### config.mk
export PLATFORM = sky130hd
export DESIGN_NAME = button_event_classifier_flat
export DESIGN_NICKNAME = d
export VERILOG_FILES = /design/src/rtl/btn_evt_pkg.sv /design/src/rtl/button_event_classifier_if.sv /design/src/rtl/press_timer.sv /design/src/rtl/button_event_classifier.sv /design/src/flat_wrapper.sv
export SDC_FILE = /design/constraint.sdc
export NUM_CORES = 1
export LEC_CHECK = 0
export CAP_MARGIN = 15
export CORE_ASPECT_RATIO = 1.4
export CORE_MARGIN = 2
export CORE_UTILIZATION = 50
export DETAILED_ROUTE_END_ITERATION = 6
export GPL_TIMING_DRIVEN = 1
export PLACE_DENSITY = 0.66
export SETUP_SLACK_MARGIN = 0.2
export SLEW_MARGIN = 15
export SYNTH_ARGS = -nofsm -noshare
export SYNTH_HDL_FRONTEND = slang
export SYNTH_SLANG_ARGS = --single-unit
export TNS_END_PERCENT = 1
### constraint.sdc
create_clock -name clk -period 3.8 [get_ports clk]
set_clock_uncertainty 0.15 [all_clocks]
set_input_delay 0.76 -clock clk [delete_from_list [all_inputs] [get_ports clk]]
set_output_delay 0.76 -clock clk [all_outputs]
set_load 0.1 [all_outputs]
### src/rtl/btn_evt_pkg.sv
// -----------------------------------------------------------------------------
// btn_evt_pkg
// Shared types and constants for the button event classifier.
//   state_e  : classifier FSM states
//   EV_*     : 2-bit event codes carried on ev_code
// -----------------------------------------------------------------------------
package btn_evt_pkg;

    typedef enum logic [2:0] {
        IDLE,
        PRESS1,
        GAP,
        PRESS2,
        LONG_HOLD
    } state_e;

    localparam logic [1:0] EV_REPEAT = 2'b00;
    localparam logic [1:0] EV_SHORT  = 2'b01;
    localparam logic [1:0] EV_LONG   = 2'b10;
    localparam logic [1:0] EV_DOUBLE = 2'b11;

endpackage

### src/rtl/button_event_classifier_if.sv
// -----------------------------------------------------------------------------
// button_event_classifier_if
// Bundles the debouncer input pair and the classified event outputs.
//   db_level : debounced switch level
//   db_tick  : 1-cycle pulse on debounced rising edge (one cycle before db_level=1)
//   ev_valid : 1-cycle event strobe
//   ev_code  : event code, valid only with ev_valid
//   held     : high while a LONG press is still held
// Modports:
//   master : drives db_level/db_tick, observes the event outputs
//   slave  : the classifier itself
// -----------------------------------------------------------------------------
interface button_event_classifier_if;

    logic       db_level;
    logic       db_tick;
    logic       ev_valid;
    logic [1:0] ev_code;
    logic       held;

    modport master (
        output db_level, db_tick,
        input  ev_valid, ev_code, held
    );

    modport slave (
        input  db_level, db_tick,
        output ev_valid, ev_code, held
    );

endinterface

### src/rtl/press_timer.sv
// -----------------------------------------------------------------------------
// press_timer
// Cycle counter shared by all timed classifier states. The count is cleared by
// the owner and only advances while enabled, so it never runs free or wraps.
//   clk, rst : clock, asynchronous active-high reset
//   clear    : force count to zero (wins over enable)
//   enable   : advance count by one this cycle
//   tc_val   : terminal value to compare against
//   tc       : high while count equals tc_val
// -----------------------------------------------------------------------------
module press_timer #(
    parameter int CW = 26
) (
    input  logic          clk,
    input  logic          rst,
    input  logic          clear,
    input  logic          enable,
    input  logic [CW-1:0] tc_val,
    output logic          tc
);

    logic [CW-1:0] cnt_q;
    logic [CW-1:0] cnt_d;

    always_comb begin
        cnt_d = cnt_q;
        if (clear) begin
            cnt_d = '0;
        end else if (enable) begin
            cnt_d = cnt_q + CW'(1);
        end
    end

    // NOTE: sequential state is updated with non-blocking assignments only, so
    // every flop samples pre-edge values regardless of block ordering.
    always_ff @(posedge clk or posedge rst) begin
        if (rst) begin
            cnt_q <= '0;
        end else begin
            cnt_q <= cnt_d;
        end
    end

    assign tc = (cnt_q == tc_val);

endmodule

### src/rtl/button_event_classifier.sv
// -----------------------------------------------------------------------------
// button_event_classifier
// Classifies debounced button gestures as SHORT, LONG or DOUBLE and reports
// each as a registered one-cycle ev_valid strobe with ev_code.
//   clk, rst : clock, asynchronous active-high reset
//   bus      : button_event_classifier_if.slave (db_level, db_tick in;
//              ev_valid, ev_code, held out)
// Parameters: LONG_CYC, DBL_CYC, REPEAT_CYC (cycles), CW (counter width).
// Optional feature: define BTN_REPEAT_EN to emit REPEAT events every
// REPEAT_CYC cycles while a LONG press stays held.
// -----------------------------------------------------------------------------
module button_event_classifier
    import btn_evt_pkg::*;
#(
    parameter int LONG_CYC   = 50_000_000,
    parameter int DBL_CYC    = 25_000_000,
    parameter int REPEAT_CYC = 10_000_000,
    parameter int CW         = 26
) (
    input  logic                       clk,
    input  logic                       rst,
    button_event_classifier_if.slave   bus
);

    state_e     state_q, state_d;
    logic       lvl_q;
    logic       ev_valid_q, ev_valid_d;
    logic [1:0] ev_code_q, ev_code_d;
    logic       held_q, held_d;

    logic          fall;
    logic          timer_clr;
    logic          timer_en;
    logic [CW-1:0] tc_val;
    logic          tc;

    assign fall = lvl_q & ~bus.db_level;

    press_timer #(.CW(CW)) u_timer (
        .clk    (clk),
        .rst    (rst),
        .clear  (timer_clr),
        .enable (timer_en),
        .tc_val (tc_val),
        .tc     (tc)
    );

    // NOTE: every signal written here gets a default first, so no path through
    // the case statement can leave one unassigned and infer a latch.
    always_comb begin
        state_d   = state_q;
        ev_valid_d = 1'b0;
        ev_code_d = EV_REPEAT;
        timer_en  = 1'b0;
        timer_clr = 1'b0;
        tc_val    = '0;

        unique case (state_q)
            IDLE: begin
                if (bus.db_tick) state_d = PRESS1;
            end
            PRESS1: begin
                timer_en = 1'b1;
                tc_val   = CW'(LONG_CYC - 1);
                // A release on the terminal cycle still counts as a short press.
                if (fall) begin
                    state_d = GAP;
                end else if (tc) begin
                    state_d    = LONG_HOLD;
                    ev_valid_d = 1'b1;
                    ev_code_d  = EV_LONG;
                end
            end
            GAP: begin
                timer_en = 1'b1;
                tc_val   = CW'(DBL_CYC - 1);
                // Second tick beats window expiry on the same cycle.
                if (bus.db_tick) begin
                    state_d = PRESS2;
                end else if (tc) begin
                    state_d    = IDLE;
                    ev_valid_d = 1'b1;
                    ev_code_d  = EV_SHORT;
                end
            end
            PRESS2: begin
                if (fall) begin
                    state_d    = IDLE;
                    ev_valid_d = 1'b1;
                    ev_code_d  = EV_DOUBLE;
                end
            end
            LONG_HOLD: begin
                tc_val = CW'(REPEAT_CYC - 1);
                if (fall) begin
                    state_d = IDLE;
                end else begin
`ifdef BTN_REPEAT_EN
                    timer_en = 1'b1;
                    if (tc) begin
                        ev_valid_d = 1'b1;
                        ev_code_d  = EV_REPEAT;
                        timer_clr  = 1'b1;  // restart the repeat period
                    end
`else
                    timer_en = 1'b0;        // counter parked; no repeats
`endif
                end
            end
            default: state_d = IDLE;
        endcase

        // Each timed state measures from its own entry.
        if (state_d != state_q) timer_clr = 1'b1;

        held_d = (state_d == LONG_HOLD);
    end

    always_ff @(posedge clk or posedge rst) begin
        if (rst) begin
            state_q    <= IDLE;
            lvl_q      <= 1'b0;
            ev_valid_q <= 1'b0;
            ev_code_q  <= EV_REPEAT;
            held_q     <= 1'b0;
        end else begin
            state_q    <= state_d;
            lvl_q      <= bus.db_level;
            ev_valid_q <= ev_valid_d;
            ev_code_q  <= ev_code_d;
            held_q     <= held_d;
        end
    end

    assign bus.ev_valid = ev_valid_q;
    assign bus.ev_code  = ev_code_q;
    assign bus.held     = held_q;

endmodule

### src/flat_wrapper.sv
// flat-port wrapper written by rule: the top's interface ports become plain ports
module button_event_classifier_flat import btn_evt_pkg::*;
#(
    parameter int LONG_CYC   = 50_000_000,
    parameter int DBL_CYC    = 25_000_000,
    parameter int REPEAT_CYC = 10_000_000,
    parameter int CW         = 26
)
  (clk, rst, bus_db_level, bus_db_tick, bus_ev_valid, bus_ev_code, bus_held);
  button_event_classifier_if bus_i ();
  input  logic clk;
  input  logic rst;
  input wire logic [$bits(bus_i.db_level)-1:0] bus_db_level;
  input wire logic [$bits(bus_i.db_tick)-1:0] bus_db_tick;
  output wire logic [$bits(bus_i.ev_valid)-1:0] bus_ev_valid;
  output wire logic [$bits(bus_i.ev_code)-1:0] bus_ev_code;
  output wire logic [$bits(bus_i.held)-1:0] bus_held;
  assign bus_i.db_level = bus_db_level;
  assign bus_i.db_tick = bus_db_tick;
  assign bus_ev_valid = bus_i.ev_valid;
  assign bus_ev_code = bus_i.ev_code;
  assign bus_held = bus_i.held;
  button_event_classifier #(.LONG_CYC(LONG_CYC), .DBL_CYC(DBL_CYC), .REPEAT_CYC(REPEAT_CYC), .CW(CW)) u_core (.clk(clk), .rst(rst), .bus(bus_i));
endmodule
Word level (Yosys, flattened, before mapping)
Cells that the tools add are included.
- reductions and logical operators: 4
- add/sub/neg operators: 1
- mux-type cells: 23
- bitwise operators: 2
- equal/unequal tests: 7
- operators by type and width (cell ; number):
    $pmux W26 S3 ; 1
    $mux W26 ; 2
    $add A26 B1 Y26 const B ; 1
    $eq A26 B26 Y1 ; 1
    $mux W3 ; 6
    $pmux W3 S4 ; 1
    $mux W2 ; 4
    $mux W1 ; 7
    $eq A3 B2 Y1 const B ; 2
    $eq A3 B3 Y1 const B ; 2
    $pmux W2 S3 ; 1
    $reduce_or A2 Y1 ; 2
    $eq A3 B1 Y1 const B ; 1
    $logic_not A3 Y1 ; 1
    $ne A3 B3 Y1 ; 1
    $pmux W1 S3 ; 1
    $reduce_bool A2 Y1 ; 1
    $and A1 B1 Y1 ; 1
    $not A1 Y1 ; 1
- register bits after elaboration: 34
- logic and storage cells: 43
- output and inout port bits: 4
- bits of input ports: 4

Logic depth before layout (Yosys ltp)
- word-level depth: 9
- gate-level depth with buffers: 9
- depth with buffers taken out: 6

Modules after synthesis
A second synthesis with hierarchy kept.
- cell total of the unflattened synthesis: 228
- area, all modules: 2155.8 sq um
- by module, submodules not included (module ; seq. area each (sq um) ; instances ; area each (sq um) ; cells an instance):
    press_timer ; 650.6 ; 1 ; 1670.4 ; 182
    button_event_classifier ; 200.2 ; 1 ; 485.5 ; 46

Least setup slack after synthesis
Ideal clock, no wire load.
- path kind: reg-to-reg
- start: reg u_core.state_q[2]
- end: reg u_core.u_timer.cnt_q[2]
- stages on the path, launching flop included: 10
- setup slack: 1.428 ns
- library setup time: 0.119 ns
- data arrival time: 2.104 ns
- path through: dfrtp_1 buf_2 or3b_2 o41ai_1 o2111ai_1 nor4b_4 o21a_1 buf_4 buf_6 nor2_1
- longest elaborated chain between the ends: 9
- elaborated cells between the ends (all ways): 21
- those cells by class: eq/ne (6); mux (11); reduce/logical (4)
- ends and longest elaborated chain (what ; RTL line ; RTL):
    from (decl) ; button_event_classifier.sv:25 ; state_e state_q, state_d;
    from (signal assigned) ; button_event_classifier.sv:127 ; state_q <= state_d;
    $eq A3 B3 Y1, or another cell as far along ; button_event_classifier.sv:58 ; unique case (state_q)
    $pmux W26 S3 ; button_event_classifier.sv:58 ;
    $eq A26 B26 Y1 ; press_timer.sv:44 ; assign tc = (cnt_q == tc_val);
    $mux W3, on equally long branches ; button_event_classifier.sv:80, button_event_classifier.sv:68 ;
    $mux W3, on equally long branches ; button_event_classifier.sv:78, button_event_classifier.sv:66 ;
    $pmux W3 S4 ; button_event_classifier.sv:58 ;
    $ne A3 B3 Y1 ; button_event_classifier.sv:114 ; if (state_d != state_q) timer_clr = 1'b1;
    $mux W1 ; button_event_classifier.sv:114 ;
    $mux W26 / $reduce_bool A2 Y1 (equally long branches) ; - ;
    to (signal assigned) ; press_timer.sv:40 ; cnt_q <= cnt_d;
    to (decl) ; press_timer.sv:22 ; logic [CW-1:0] cnt_q;
Parallel ways exist; a longest one is shown, timed or not.
A chain may end at the register's enable or synchronous reset.

Final worst setup path
- start: reg u_core.state_q[1]
- end: reg u_core.u_timer.cnt_q[20]
The elaborated chain is that of the path after synthesis.

==> impl_metrics.env <==
export IMPL_arrival_ps=2910
export IMPL_hp_class="reg2reg"
export IMPL_crit_fanout=26
export IMPL_numCtsBuffers=5
export IMPL_area_growth_synth_to_final_pct=10.9
export IMPL_cts_hold_buf=0
export IMPL_synth_edf_count=0
export IMPL_setup_viol=0
export IMPL_clockBufferDepth=2
export IMPL_cp_end_kind="flop"
export IMPL_crit_slowest_cell="dfrtp_1"
export IMPL_critPathMaxStageDelay_ps=690
export IMPL_worst_pin_slew_ps=965
export IMPL_drive_gt1_frac=0.0657
export IMPL_post_cts_setup_buffers=0
export IMPL_fin_area_um2=2100
export IMPL_synth_cells=204
export IMPL_report_final_slew_viol_count=0
export IMPL_start_kind="flop"
export IMPL_port_buffer_count=7
export IMPL_final_antenna_net_count=0
export IMPL_criticalPathCategory="reg2reg"
export IMPL_crit_path_end="u_core.u_timer.cnt_q[20]"
export IMPL_synth_area_per_cell_um2=9.28
export IMPL_p_per_area_nw_per_um2=583
export IMPL_worst_ep_required_time_ps=3810
export IMPL_hp_start="u_core.u_timer.cnt_q[8]"
export IMPL_cts_tree="yes"
export IMPL_synthesis_nets=209
export IMPL_grt_max_degree=35
export IMPL_r2r_end="u_core.u_timer.cnt_q[20]"
export IMPL_grt_pass1_vias=1463
export IMPL_totalWireLength_mm=3.92
export IMPL_core_area_um2=3640
export IMPL_n_antenna_cell=0
export IMPL_clk_latency_ps=280
export IMPL_drt_initial_drc_count=68
export IMPL_fin_nets=218
export IMPL_rsz0062_at_grt="no"
export IMPL_worstReg2RegStart="u_core.state_q[1]"
export IMPL_max_vdd_ir_drop_mv=0.593
export IMPL_dieArea_um2=4300
export IMPL_via_per_inst=5.82
export IMPL_cts_root_buf="clkbuf_8"
export IMPL_cts_sink_count=34
export IMPL_cp_num_cells=7
export IMPL_htree_levels=2
export IMPL_ys_async_sr_fraction=1.00
export IMPL_num_io_pins=8
export IMPL_grt_overflow=0
export IMPL_fmax_ghz=0.344
export IMPL_drc=0
export IMPL_critPathLaunch="u_core.state_q[1]"
export IMPL_syn_area_um2=1890
export IMPL_die_w_um=56.0
export IMPL_antenna_found_initial=0
export IMPL_synth_distinct_cells=42
export IMPL_setup_tns_final_ps=0
export IMPL_worst_path_buf_inv=1
export IMPL_timing_final_hold_violations=0
export IMPL_maxCapViolations=0
export IMPL_fillCellCount=340
export IMPL_vias=1485
export IMPL_timing_slew_headroom=0.355
export IMPL_initial_core_util=0.520
export IMPL_place_congestion=0.839
export IMPL_fp_row_count=26
export IMPL_crit_chain="xnor2_1, or3_1, a222oi_1, nor4b_4, o21a_1, buf_4, nor2_1"
export IMPL_synth_seq_area_share=0.449
export IMPL_clk_pin_slew_ps=70
export IMPL_wl_per_cell_um=15.4
export IMPL_period_minus_slack_ps=2910
export IMPL_grt_pass1_wl_mm=6.91
export IMPL_grt_use_total=0.202
export IMPL_synthFlopType="dfrtp_1"
export IMPL_r2r_cells=7
export IMPL_ys_seq_elements=34
export IMPL_period_share=0.765
export IMPL_ctsResizeCount=0
export IMPL_hpwl_mm=2.78
export IMPL_status="completed"
export IMPL_timing_reg2reg_setup_slack_ps=890
export IMPL_leakage_nw=0.868
export IMPL_hold_ws_ps=426
export IMPL_placedInstanceArea_um2=1990
export IMPL_path_delay_family="simple AND/OR/NAND/NOR gates"
export IMPL_drtPass1Iterations=4
export IMPL_die_h_um=76.8
export IMPL_synth_yosys_warnings=0
==> where the power goes <==
part	total (mW)	internal, mW	switching, mW
logic	0.421	0.166	0.255
clock network	0.333	0.210	0.123
registers	0.471	0.397	0.0745
total	1.22	0.772	0.453
==> through the flow <==
stage / total power [mW] / setup WS (ps) / util / cells
finish: 1.22 / 893 / 0.576 / 255
global route: 1.30 / 591 / 0.576 / 255
CTS: 1.24 / 901 / 0.576 / 255
detailed placement: 0.897 / 930 / 0.545 / 248
global placement: 0.881 / 1000 / 0.545 / 248
floorplan: 0.834 / 1430 / - / 204
==> logic make-up (layout without fill, tap and decap cells) <==
group | count (synthesis) | count (layout) | share of synthesized area
compound gates | 21 | 21 | 0.0760
xor+xnor | 29 | 29 | 0.134
fa+ha+maj | 1 | 1 | 0.00661
buf+inv | 13 | 22 | 0.0390
flops | 34 | 34 | 0.449
mux | 2 | 2 | 0.0112
simple gates | 104 | 104 | 0.284
==> cells in the final DEF (no fill, tap or decap), drive strengths merged, types with 2 or more instances in the layout <==
cell           count
dfrtp             34
buf                4
and3               4
clkdlybuf4s50      7
a21oi              4
or3                2
xnor2             18
nand2b             3
nor2b              6
clkbuf             6
nor4               2
nor2              40
nand4             10
nand2             12
inv                4
nor3               8
xor2              11
and4               4
nand3              7
o21ai              5
nor3b              2
==> sequential cells by signal (all words and copies together), names as in the netlist <==
name                  count
u_core.bus.ev_valid       1
u_core.bus.held           1
u_core.state_q            3
u_core.bus.ev_code        2
u_core.u_timer.cnt_q     26
u_core.lvl_q              1
==> how the worst min path moves through the flow <==
stage	endpoint	slack, ps	cells after the start
floorplan	u_core.u_timer.cnt_q[8]	370	2
global placement	u_core.u_timer.cnt_q[8]	390	2
detailed placement	u_core.u_timer.cnt_q[8]	400	2
CTS	u_core.u_timer.cnt_q[8]	420	2
global route	u_core.u_timer.cnt_q[5]	460	2
finish	u_core.u_timer.cnt_q[8]	430	2
==> synth_stat cells, types with 3 or more instances <==
library cell,instances,area share
nand3_1,7,0.019
and4_1,4,0.019
xor2_1,11,0.051
nor3_1,8,0.021
inv_1,4,0.0079
a21oi_1,4,0.011
nor2_1,40,0.079
dfrtp_1,34,0.45
nand2b_1,3,0.0099
nor2b_1,6,0.020
nand4_1,10,0.033
nand2_1,12,0.024
o21ai_0,5,0.013
xnor2_1,18,0.083
and3_1,4,0.013
==> area by class of cell <==
type                            instances  area, µm²  area share
Inverter                                4       15.0     0.00715
Multi-Input combinational cell        157        968       0.461
Sequential cell                        34        851       0.405
Tap cell                               42       52.6      0.0250
Clock buffer                            6       82.6      0.0393
Clock inverter                          1       30.0      0.0143
Timing Repair Buffer                   11        100      0.0477
==> layer usage <==
metal	wire, µm	track usage	vias up	part of all wire
met5	0	0	-	0
met4	104	0.0833	0	0.027
met3	148	0.0354	11	0.038
met2	1990	0.339	36	0.51
met1	1670	0.253	713	0.43
li1	-	-	725	-
==> worst min-delay path, delay by kind of cell (launching register included) <==
family,cells,cell delay [ps]
DFF,1,370
xor gates and xnor gates,1,90
and+or+nand+nor,1,80
No activity file was read; power rests on OpenSTA's default activity.
==> edit 1 (config.mk and constraints unchanged) <==
`CW` is set to 26 in 3 places; all go to 13.
--- a/src/rtl/press_timer.sv
+++ b/src/rtl/press_timer.sv
@@ -9,7 +9,7 @@
 //   tc       : high while count equals tc_val
 // -----------------------------------------------------------------------------
 module press_timer #(
-    parameter int CW = 26
+    parameter int CW = 13
 ) (
     input  logic          clk,
     input  logic          rst,
--- a/src/rtl/button_event_classifier.sv
+++ b/src/rtl/button_event_classifier.sv
@@ -15,7 +15,7 @@
     parameter int LONG_CYC   = 50_000_000,
     parameter int DBL_CYC    = 25_000_000,
     parameter int REPEAT_CYC = 10_000_000,
-    parameter int CW         = 26
+    parameter int CW         = 13
 ) (
     input  logic                       clk,
     input  logic                       rst,
--- a/src/flat_wrapper.sv
+++ b/src/flat_wrapper.sv
@@ -4,7 +4,7 @@
     parameter int LONG_CYC   = 50_000_000,
     parameter int DBL_CYC    = 25_000_000,
     parameter int REPEAT_CYC = 10_000_000,
-    parameter int CW         = 26
+    parameter int CW         = 13
 )
   (clk, rst, bus_db_level, bus_db_tick, bus_ev_valid, bus_ev_code, bus_held);
   button_event_classifier_if bus_i ();
Check against the original RTL: same outputs for any inputs over 10 cycles, from zero or initial values and one cycle with rst high; that may be too few to reach the edited logic, so the function may still have changed.
==> edit 1 against the unedited design <==
Worst hold slack improved by 0.037 ns; non-clock buffer count decreased by 4; global-route usage increased by 1.2 points; count of clock-buffer cells in the layout decreased by 3; die area decreased by 29%; worst setup slack improved by 0.18 ns; area after synthesis decreased by 31%; final area decreased by 34%; sequential cell count decreased by 13; routed wire length decreased by 33%; total power decreased by 19%.
==> edit 1: results (changes against the unedited design) <==
Initial antenna violation count: 0 (unchanged)
Worst R2R Setup Slack: 1.08 ns (+0.18 ns)
Share of cells above drive strength 1: 8.51% (+1.9 points)
Max-slew headroom: 35.3% (-0.18 points)
Synth Area in Adders: 0.954% (+0.29 points)
Slowest CP cell: dfrtp_1
Routability cong.: 0.765 (-8.8%)
Clock Path Buffers: 2 (unchanged)
Ranking of synthesized cells by area: dfrtp_1, xnor2_1, nand2_1, nor2_1, xor2_1
Synth Area in Compound Gates: 13.9% (+6.3 points)
Synth async-reset ratio: 100% (unchanged)
Layout fillers: 237 (-30%)
P_int: 476 uW (-38%)
CTS Root Cell: clkbuf_4
Crit path DAT: 2.75 ns (-0.16 ns)
Peak supply drop: 0.472 mV (-21%)
Largest net degree at the start of global routing: 22 (-37%)
Skew-Pair Late Insertion Delay: 0.31 ns (+0.03 ns)
Synth top cells by count: dfrtp_1, nand2_1, nor2_1
Global-route wire length before repair: 4710 um (-32%)
Reg clk slew, reported paths: 0.12 ns (+0.05 ns)
Vias in the first global route: 1058 (-28%)
PortBufs: 7 (unchanged)
CTS H-tree depth: 1 (-1)
Synth Flop Type: dfrtp_1
TritonCTS buffer count: 3 (-2)
Postcts setup bufs: 0 (unchanged)
Leak: 0.000562 uW (-35%)
Post-CTS sizing: 0 (unchanged)
Seq/Total Area, Yosys: 40.1% (-4.9 points)
Routed wire length per instance: 14.7 um (-4.1%)
Worst hold path class: register to register
Antenna fix cells: 0 (unchanged)
Yosys warns: 0 (unchanged)
Outcome: complete, no violations
Drt pass-1 iters: 4 (unchanged)
Hpwl dp: 1900 um (-32%)
Mux contribution to synthesized area: 2.58% (+1.5 points)
Post-DP Area: 1360 um^2 (-32%)
Max FO, Critical Path: 17 (-35%)
Max incr delay on CP: 0.74 ns (+0.05 ns)
Max FFs per register: 13 (-50%)
Syn Nets: 147 (-30%)
Largest reg by FF count: u_core.u_timer.cnt_q
Vias/cell: 5.75 (-1.3%)
Crit path max-delay family: compound AO/OA/AOI/OAI gates
DRT iter0 DRCs: 23 (-66%)
Distinct cells, synth: 45 (+7.1%)
Total GRT Usage: 21.3% (+1.2 points)
Synth Area in XOR/XNOR: 10.6% (-2.8 points)
[edit 1: cell count changes after synthesis, sizes merged, moves of 3 or more]
cell	unedited run	this run
nor2	40	14
dfrtp	34	21
xnor2	18	9
nand4	10	2
nor2b	6	1
xor2	11	6
a211oi	1	5
and4	4	0
nand2	12	16
clkbuf	2	5
[edit 1: power groups by stage]
stage	Clock [uW]	Combinational [uW]	Sequential, uW
final	110	534	345
after global routing	125	593	352
after CTS	114	539	343
after detailed placement	0	539	348
after global placement	0	524	343
after floorplan	0	428	387
[edit 1: area by class of cell]
class                   count  area (um^2)  share of cell area [%]
well taps                  36         45.0                    3.25
multi-input cells         103          697                    50.2
repair buffers              7         70.1                    5.05
clock inverters             1         5.00                   0.361
flip-flops and latches     21          526                    37.9
inverters                   6         22.5                    1.62
clock buffers               3         22.5                    1.62
[edit 1: worst paths after layout]
check | from | to | cells past startpoint
max | u_core.state_q[0] | u_core.u_timer.cnt_q[1] | 5
min | u_core.u_timer.cnt_q[9] | u_core.u_timer.cnt_q[9] | 2
max reg2reg | u_core.state_q[0] | u_core.u_timer.cnt_q[1] | 5
min reg2reg | u_core.u_timer.cnt_q[9] | u_core.u_timer.cnt_q[9] | 2
max in group asynchronous | rst | u_core.bus.ev_code[1] | 2
min in group asynchronous | rst | u_core.bus.ev_code[0] | 2
[edit 1: worst reg2reg max path, delay by kind of cell, from the launching register on]
kind / cells / cell delay, ns
flip-flops: 1 / 0.74
XOR/XNOR: 1 / 0.18
AO/OA/AOI/OAI: 3 / 0.84
AND/OR/NAND/NOR: 1 / 0.67
[edit 1: kinds of logic (layout without fill, tap and decap cells)]
kind of cell,count (synthesis),after routing
flip-flops,21,21
adder cells (fa/ha/maj),1,1
multiplexers,3,3
XOR/XNOR,15,15
buffers and inverters,18,17
AO/OA/AOI/OAI,23,23
AND/OR/NAND/NOR,61,61
[edit 1: through the flow]
| stage | power (uW) | std cells | setup WS (ns) | hold slack (ns) |
|---|---|---|---|---|
| 5_1_grt | 1070 | 177 | 0.850 | 0.513 |
| 3_5_place_dp | 887 | 173 | 1.03 | 0.443 |
| 4_1_cts | 996 | 177 | 1.07 | 0.471 |
| 3_3_place_gp | 868 | 173 | 1.09 | 0.433 |
| 2_1_floorplan | 815 | 142 | 1.61 | 0.389 |
| 6_report | 989 | 177 | 1.08 | 0.462 |
[edit 1: layer usage]
metal	routed length, um	GRT usage, %	vias to the layer above
li1	-	-	488
met1	1110	27.1	510
met2	1400	33.6	14
met3	41	3.62	5
met4	50	10.4	0
met5	0	0	-
==> edit 2 (config.mk and constraints unchanged) <==
Without the edit above. The 5 states of `state_e` get a one-hot encoding in 5 bits.
--- a/src/rtl/btn_evt_pkg.sv
+++ b/src/rtl/btn_evt_pkg.sv
@@ -6,12 +6,12 @@
 // -----------------------------------------------------------------------------
 package btn_evt_pkg;
 
-    typedef enum logic [2:0] {
-        IDLE,
-        PRESS1,
-        GAP,
-        PRESS2,
-        LONG_HOLD
+    typedef enum logic [4:0] {
+        IDLE      = 5'b00001,
+        PRESS1    = 5'b00010,
+        GAP       = 5'b00100,
+        PRESS2    = 5'b01000,
+        LONG_HOLD = 5'b10000
     } state_e;
 
     localparam logic [1:0] EV_REPEAT = 2'b00;
Check against the original RTL: same outputs for any inputs over 10 cycles, from zero or initial values and one cycle with rst high; not proved beyond that.
==> edit 2 against the unedited design <==
Sequential power is 2% higher; critical path type unchanged; area after synthesis is 9.8% higher; routed wire length is 4.9% higher; combinational power is 45% higher; sequential cell count is 2 higher; final area is 7.9% higher; largest power group is now combinational cells; maximum frequency is 0.70% higher; critical endpoint is now u_core.u_timer.cnt_q[14]; cell count is 6.3% higher; critical path depth stayed put; total power is 16% higher; worst setup slack better by 0.020 ns; highest routed layer unchanged.
==> edit 2: results (changes against the unedited design) <==
Slowest CP cell: dfrtp_1
Synth Area in Compound Gates: 7.65% (+0.045 points)
Max incr delay on CP: 0.54 ns (-0.15 ns)
Clock Path Buffers: 2 (unchanged)
Seq/Total Area, Yosys: 43.4% (-1.5 points)
Global-route wire length before repair: 7000 um (+1.2%)
Synth top cells by count: dfrtp_1, nor2_1, xor2_1
Synth Area in Adders: 0.602% (-0.059 points)
Outcome: complete, no violations
Vias/cell: 5.91 (+1.4%)
Synth Area in XOR/XNOR: 12.2% (-1.3 points)
Hold path startpoint: u_core.u_timer.cnt_q[25]
Ranking of synthesized cells by area: dfrtp_1, xor2_1, nor2_1, nand3_1, and4_1
Mux contribution to synthesized area: 2.41% (+1.3 points)
Worst Hold End: u_core.u_timer.cnt_q[25]
Peak supply drop: 0.553 mV (-6.8%)
Total GRT Usage: 19.3% (-0.85 points)
Fin Hold WS: 0.410 ns (-0.0155 ns)
Layout fillers: 348 (+2.4%)
Syn Nets: 226 (+8.1%)
Placed Instances: 263 (+6.0%)
Crit path DAT: 2.90 ns (about the same)
DRT iter0 DRCs: 66 (-2.9%)
Worst r2r path cells: 7 (unchanged)
Distinct cells, synth: 41 (-2.4%)
Hpwl dp: 2990 um (+7.6%)
Total wire length: 4110 um (+4.9%)
Vias in the first global route: 1560 (+6.6%)
Routability cong.: 0.872 (+4.0%)
Least-Margin Pin Slew: 0.970 ns (+0.00560 ns)
FF-to-FF End: u_core.u_timer.cnt_q[14]
Share of cells above drive strength 1: 11.8% (+5.3 points)
Largest net degree at the start of global routing: 21 (-40%)
Worst R2R Setup Slack: 0.91 ns (+0.02 ns)
Leak: 0.000984 uW (+13%)
edit 2: changes by cell type in the layout (fill, tap and decap cells not counted), moves of 4 or more:
cell     unedited run  this run
and4_1              4         8
mux2i_1             1         5
nand2_1            12        18
nand3_1             7        15
nor2_1             40        27
nor2_2              0        10
nor2b_1             6         1
nor3_1              8         3
xnor2_1            18         4
xor2_1             11        23
edit 2: final cells by class:
type	count	share of cell area, %
clock inverter	3	1.88
multi-input combinational	171	48.5
sequential	36	39.8
clock buffer	5	3.04
tap	43	2.38
inverter	4	0.663
timing repair buffer	9	3.76
edit 2: stage by stage:
stage / worst slack, ns / total power, uW / utilization, % / cell area, um^2
global placement: 0.828 / 1090 / 54.5 / 2150
detailed placement: 0.774 / 1100 / 54.5 / 2150
global route: 0.676 / 1510 / 57.3 / 2260
CTS: 0.913 / 1430 / 57.3 / 2260
finish: 0.913 / 1430 / 57.3 / 2260
floorplan: 1.47 / 1030 / - / 2080
edit 2: worst min-delay path: stages (launching register included):
cell	delay [ns]
dfrtp_1	0.37
xor2_1	0.09
nor2_2	0.07
edit 2: cells by family after synthesis:
group | Yosys count
compound gates | 21
buf+inv | 14
fa+ha+maj | 1
mux | 5
simple gates | 116
xor+xnor | 28
flops | 36
edit 2: routing by layer:
layer  part of all wire (%)  up-vias  GRT usage, %
li1                       -      781             -
met1                     43      782          23.4
met2                     52       32          33.6
met3                    3.5        6          3.86
met4                    1.6        0          6.28
met5                      0        -             0
edit 2: worst max-delay path by stage:
| stage | start | end | slack, ns | cells after the start |
|---|---|---|---|---|
| after floorplan | u_core.state_q[0] | u_core.u_timer.cnt_q[17] | 1.47 | 8 |
| after global placement | bus_db_level | u_core.u_timer.cnt_q[21] | 0.83 | 8 |
| after detailed placement | bus_db_level | u_core.u_timer.cnt_q[11] | 0.77 | 8 |
| after CTS | u_core.state_q[1] | u_core.u_timer.cnt_q[14] | 0.91 | 7 |
| after global routing | u_core.state_q[1] | u_core.u_timer.cnt_q[14] | 0.68 | 7 |
| final | u_core.state_q[1] | u_core.u_timer.cnt_q[14] | 0.91 | 7 |
edit 2: where the power goes:
part           internal (uW)  switching, uW  total, uW
sequential               419           63.2        482
clock                    194            139        333
combinational            193            418        611
total                    806            620       1430
